`src/rtl/instr_encoder.sv`:
```
// instr_encoder: packs structured RV32I operation requests into 32-bit
// instruction words, tags each word with a sequential byte address and
// buffers the results in a small in-order FIFO for the instruction-memory
// write port.
//
// Handshake rule (both ports): a transfer happens on a rising clock edge
// where valid and ready are both high. A producer holds valid and its
// payload steady until that edge. req_ready comes only from registered
// occupancy, so it has no combinational path from out_ready.
module instr_encoder #(
    parameter int FIFO_DEPTH = 4,
    parameter int ADDR_WIDTH = 12,
    parameter int BASE_ADDR  = 0
) (
    input  logic                          clk,
    input  logic                          rst,
    input  logic                          req_valid,
    output logic                          req_ready,
    input  logic [2:0]                    req_kind,
    input  logic [2:0]                    req_funct3,
    input  logic                          req_alt,
    input  logic [4:0]                    req_rd,
    input  logic [4:0]                    req_rs1,
    input  logic [4:0]                    req_rs2,
    input  logic [20:0]                   req_imm,
    output logic                          out_valid,
    input  logic                          out_ready,
    output logic [31:0]                   out_instr,
    output logic [ADDR_WIDTH-1:0]         out_addr,
    output logic                          err_illegal,
    output logic [$clog2(FIFO_DEPTH):0]   fifo_count
);

    localparam int PTR_W = $clog2(FIFO_DEPTH);
    localparam int CNT_W = PTR_W + 1;

    // Request classes as carried on req_kind
    localparam logic [2:0] KIND_R      = 3'd0;
    localparam logic [2:0] KIND_I      = 3'd1;
    localparam logic [2:0] KIND_LOAD   = 3'd2;
    localparam logic [2:0] KIND_STORE  = 3'd3;
    localparam logic [2:0] KIND_BRANCH = 3'd4;
    localparam logic [2:0] KIND_JAL    = 3'd5;

    // Major opcodes, identical to the control_unit decode map
    localparam logic [6:0] OP_R      = 7'b0110011;
    localparam logic [6:0] OP_I      = 7'b0010011;
    localparam logic [6:0] OP_LOAD   = 7'b0000011;
    localparam logic [6:0] OP_STORE  = 7'b0100011;
    localparam logic [6:0] OP_BRANCH = 7'b1100011;
    localparam logic [6:0] OP_JAL    = 7'b1101111;

    localparam logic [6:0] FUNCT7_ALT = 7'b0100000;

    localparam logic [ADDR_WIDTH-1:0] BASE = ADDR_WIDTH'(BASE_ADDR);
    localparam logic [ADDR_WIDTH-1:0] STEP = ADDR_WIDTH'(4);

    // Storage and bookkeeping
    logic [31:0]           r_instr_mem [FIFO_DEPTH];
    logic [ADDR_WIDTH-1:0] r_addr_mem  [FIFO_DEPTH];
    logic [PTR_W-1:0]      r_wr_ptr;
    logic [PTR_W-1:0]      r_rd_ptr;
    logic [CNT_W-1:0]      r_count;
    logic [ADDR_WIDTH-1:0] r_addr_cnt;
    logic                  r_err;

    logic [31:0]           w_instr;
    logic                  w_illegal;
    logic                  w_accept;
    logic                  w_push;
    logic                  w_pop;
    logic                  w_not_empty;
    logic                  w_not_full;
    logic [6:0]            w_funct7;
    logic                  w_is_shift;

    assign w_not_empty = (r_count != '0);
    assign w_not_full  = (r_count < CNT_W'(FIFO_DEPTH));

    // A rejected request still completes its handshake but never lands
    // in the FIFO, so the address counter only moves on real pushes.
    assign w_accept = req_valid && w_not_full;
    assign w_push   = w_accept && !w_illegal;
    assign w_pop    = w_not_empty && out_ready;

    // Shift-immediate forms carry funct7 in [31:25]; alt only means SRAI
    assign w_is_shift = (req_funct3 == 3'b001) || (req_funct3 == 3'b101);
    assign w_funct7   = req_alt ? FUNCT7_ALT : 7'b0000000;

    // Combinational encode of the presented request and legality check
    always_comb begin
        w_instr   = 32'h0;
        w_illegal = 1'b0;
        case (req_kind)
            KIND_R: begin
                w_instr = {w_funct7, req_rs2, req_rs1, req_funct3, req_rd, OP_R};
            end
            KIND_I: begin
                if (w_is_shift) begin
                    w_instr = {1'b0, (req_funct3 == 3'b101) && req_alt, 5'b00000,
                               req_imm[4:0], req_rs1, req_funct3, req_rd, OP_I};
                end else begin
                    w_instr = {req_imm[11:0], req_rs1, req_funct3, req_rd, OP_I};
                end
            end
            KIND_LOAD: begin
                w_instr = {req_imm[11:0], req_rs1, req_funct3, req_rd, OP_LOAD};
            end
            KIND_STORE: begin
                w_instr = {req_imm[11:5], req_rs2, req_rs1, req_funct3,
                           req_imm[4:0], OP_STORE};
            end
            KIND_BRANCH: begin
                // Branch targets are half-word aligned; an odd offset is rejected
                w_illegal = req_imm[0];
                w_instr   = {req_imm[12], req_imm[10:5], req_rs2, req_rs1, req_funct3,
                             req_imm[4:1], req_imm[11], OP_BRANCH};
            end
            KIND_JAL: begin
                w_illegal = req_imm[0];
                w_instr   = {req_imm[20], req_imm[10:1], req_imm[11], req_imm[19:12],
                             req_rd, OP_JAL};
            end
            default: begin
                w_illegal = 1'b1;
            end
        endcase
    end

    // FIFO payload write; contents need no reset because occupancy gates reads
    always_ff @(posedge clk) begin
        if (w_push) begin
            r_instr_mem[r_wr_ptr] <= w_instr;
            r_addr_mem[r_wr_ptr]  <= r_addr_cnt;
        end
    end

    // Pointers, occupancy, address counter and the rejection pulse
    always_ff @(posedge clk) begin
        if (rst) begin
            r_wr_ptr   <= '0;
            r_rd_ptr   <= '0;
            r_count    <= '0;
            r_addr_cnt <= BASE;
            r_err      <= 1'b0;
        end else begin
            r_err <= w_accept && w_illegal;
            if (w_push) begin
                r_wr_ptr   <= r_wr_ptr + PTR_W'(1);
                r_addr_cnt <= r_addr_cnt + STEP;
            end
            if (w_pop) begin
                r_rd_ptr <= r_rd_ptr + PTR_W'(1);
            end
            case ({w_push, w_pop})
                2'b10:   r_count <= r_count + CNT_W'(1);
                2'b01:   r_count <= r_count - CNT_W'(1);
                default: r_count <= r_count;
            endcase
        end
    end

    // Head presentation: zero word when empty, next address shown meanwhile
    always_comb begin
        out_instr = 32'h0;
        out_addr  = r_addr_cnt;
        if (w_not_empty) begin
            out_instr = r_instr_mem[r_rd_ptr];
            out_addr  = r_addr_mem[r_rd_ptr];
        end
    end

    assign out_valid   = w_not_empty;
    assign req_ready   = w_not_full;
    assign err_illegal = r_err;
    assign fifo_count  = r_count;

endmodule
```
`config.mk`:
```
export PLATFORM = sky130hd
export DESIGN_NAME = instr_encoder
export DESIGN_NICKNAME = d
export VERILOG_FILES = /design/src/rtl/instr_encoder.sv
export SDC_FILE = /design/constraint.sdc
export NUM_CORES = 1
export LEC_CHECK = 0
export ABC_AREA = 1
export BUFFER_PORTS_ARGS = -buffer_cell sky130_fd_sc_hd__buf_2
export CAP_MARGIN = 10
export CELL_PAD_IN_SITES_DETAIL_PLACEMENT = 1
export CELL_PAD_IN_SITES_GLOBAL_PLACEMENT = 1
export CORE_MARGIN = 2
export CORE_UTILIZATION = 49
export DETAILED_ROUTE_END_ITERATION = 7
export PLACE_DENSITY_LB_ADDON = 0.08
export SYNTH_ARGS = -nofsm -noshare
export SYNTH_HDL_FRONTEND = slang
export SYNTH_SLANG_ARGS = --single-unit
```
`constraint.sdc`:
```
create_clock -name clk -period 5.3 [get_ports clk]
set_clock_uncertainty 0.05 [all_clocks]
set_input_delay 0.53 -clock clk [delete_from_list [all_inputs] [get_ports clk]]
set_output_delay 0.53 -clock clk [all_outputs]
set_load 0.1 [all_outputs]
```
==> reports/results.ini <==
[place]
hpwlAfterDp_microns=13340
routabilityCongestion=0.8477
post-place-ws_ns=2.325
portBuffers=94

[sta]
worstMarginPinSlew_ns=1.007
max_freq_mhz=289.2
period_needed_ns=3.458
hold_viol=0
min_period_over_period=0.6524
maxSlewViolCount=0
max-slew-margin-rel=0.3273
layout_setup_ws_ns=1.842
finalSetupViolations=0
grt_setup_unrepaired=false
setup_tns_ns=0

[setup_path]
crit_path_frequent_cell=inv_1
regToRegEndpoint=fifo_count[2]
rrSetupSlack_ns=2.67
crit_type=flip-flop to output pin
critPathMaxStageDelay_ns=0.64
cp_num_buf_inv=4
slowest_stage=nand3_1
critPathCaptureType=output pin
crit_chain=inv_1, nand3_1, inv_1, buf_4, nor2_1, a21oi_1, buf_2
worstPathRequired_ns=4.72
r2r_cells=12
cp_top_family=buffers and inverters
cp_data_arrival_time_ns=2.88
start_kind=flip-flop
worstPathMaxFanout=31
crit-reg2reg-launch=fifo_count[2]

[min_path]
hold_start=rst
min_to=r_addr_cnt[5]
worstHoldPathType=primary input to flip-flop
holdPathStages=2

[finish]
layout-drive-gt1-share=0.1904
areaGrowthSynthToFinish_pct=15.53
final_common_cell=nor2_1
final_cell_mix=nor2_1 (182), edfxtp_1 (160), o21ai_0 (117), buf_2 (94), nand2_1 (62)
fin_nets=876
diodes=0

[detailed_routing]
routed_wl_microns=20660
first_pass_iters=4
drc_errors=0
avgViaCountPerCell=5.483
drt_iter0_drc=464
antenna_left=0
routedWlPerCell_microns=19.75
via_count=5735

[grt]
grt_max_degree=81
grt_pass1_wl_microns=32220
grt_pass1_vias=6086
groute.usage.overall=0.2555
gr-total-overflow=0
antenna_found_initial=0

[yosys]
synth_edf_count=160
ys_seq_area_frac=0.6710
syn_avg_cell_area_sq_um=10.54
synth.distinct_cells=33
ys.warnings.count=0
synth_area_sq_um=7757
ys_seq_elements=180
synthArstFlopShare=0
syn_inst=736
yosys_most_used_dff=edfxtp_1

[floorplan]
die_w_microns=129.8
rows=45
pin_count=97
die_area_sq_um=16850
core_sq_um=15310
fp.dieH_microns=129.8
initial_utilization=0.5065

[status]
status=complete, no violations

[cts]
hold_buffers=0
cts_tree=built
clkLatencyLatePin_ns=0.43
cts_setup_buffers=0
clk_path_buf_depth=2
cts.repair.resized=0
cts_buffers=17
clkSinkCount=180
htreeDepth=4
clkSlewWorstSetupHoldPaths_ns=0.07
cts-root-buf=clkbuf_16

[power_and_ir_drop]
ir_worst_vdd_v=0.0006362
finalPower_w=0.005593
powerDensity_nw_per_um2=624.0
leakagePower_nw=3.447

[flow_run]
maxCapViolations=0

## cell usage after synthesis (2+ instances only)
cell / instances / area share
a21oi_1: 43 / 0.028
a31oi_1: 2 / 0.0016
buf_2: 15 / 0.0097
buf_4: 5 / 0.0048
clkbuf_1: 14 / 0.0068
dfxtp_1: 20 / 0.052
edfxtp_1: 160 / 0.62
ha_1: 6 / 0.0097
inv_1: 49 / 0.024
inv_2: 6 / 0.0029
nand2_1: 62 / 0.030
nand2_2: 3 / 0.0024
nand3_1: 9 / 0.0058
nand3_2: 2 / 0.0026
nand4_1: 7 / 0.0056
nor2_1: 186 / 0.090
nor2_4: 4 / 0.0058
o211ai_1: 2 / 0.0019
o21ai_0: 117 / 0.075
o21ai_1: 9 / 0.0058
o21ai_2: 2 / 0.0023
xor2_1: 2 / 0.0023
## registers in the layout (all words and copies together), names as in the netlist, named ones only
name and flops:
r_wr_ptr 2, r_instr_mem 120, r_addr_mem 40, err_illegal 1
r_rd_ptr 2, r_addr_cnt 10, fifo_count 3
## routing by layer
metal	vias up	GRT usage	share of wire
li1	2688	-	-
met1	2900	0.3176	0.43
met2	122	0.4604	0.53
met3	25	0.03895	0.029
met4	0	0.08096	0.016
met5	-	0	0
## through the flow
step	utilization	hold WS, ns	instances	instance area [sq um]
finish	0.5852	0.2853	1046	8962
global route	0.5852	0.2729	1046	8962
CTS	0.5852	0.2799	1046	8962
detailed placement	0.5489	0.4277	1014	8406
global placement	0.5489	0.4079	1014	8406
floorplan	-	0.4040	737	7761
## final cells by class
| class | count | area (sq um) |
|---|---|---|
| fill | 1684 | 6352 |
| sequential | 180 | 5206 |
| multi-input combinational | 465 | 2191 |
| timing repair buffer | 103 | 538.0 |
| clock buffer | 17 | 425.4 |
| tap | 211 | 264.0 |
| inverter | 55 | 206.4 |
| clock inverter | 15 | 131.4 |
## worst max path at each step
stage | start | endpoint | depth (start not counted) | slack (ns)
3_5_place_dp | fifo_count[2] | out_addr[7] | 7 | 2.32
2_1_floorplan | fifo_count[2] | out_addr[10] | 4 | 0.03
6_report | fifo_count[2] | out_addr[7] | 7 | 1.84
4_1_cts | flip-flop | out_addr[7] | 6 | 1.82
5_1_grt | fifo_count[2] | out_addr[7] | 7 | 1.61
3_3_place_gp | flip-flop | out_addr[7] | 6 | 2.44
## worst reg2reg max path, delay by kind of cell, from the launching register on
| family | cells | cell delay [ns] |
|---|---|---|
| DFF | 1 | 0.33 |
| buffers and inverters | 3 | 0.35 |
| and+or+nand+nor | 5 | 1.05 |
| adders and majority gates | 2 | 0.56 |
| AOI/OAI and AO/OA | 2 | 0.21 |
## kinds of logic after synthesis
kind of cell / count (synthesis) / share of synthesized area
AO/OA/AOI/OAI: 177 / 0.1166
XOR/XNOR: 2 / 0.002258
adder cells (fa/ha/maj): 7 / 0.01226
buffers and inverters: 92 / 0.05097
flip-flops: 180 / 0.6710
other: 1 / 0.0004834
AND/OR/NAND/NOR: 277 / 0.1465
## power by group
group          internal [W]  switching, W
Combinational      0.000374       0.00232
Sequential          0.00166     0.0000465
Clock              0.000650      0.000545
Note: power is estimated with default switching activity, not from simulation.
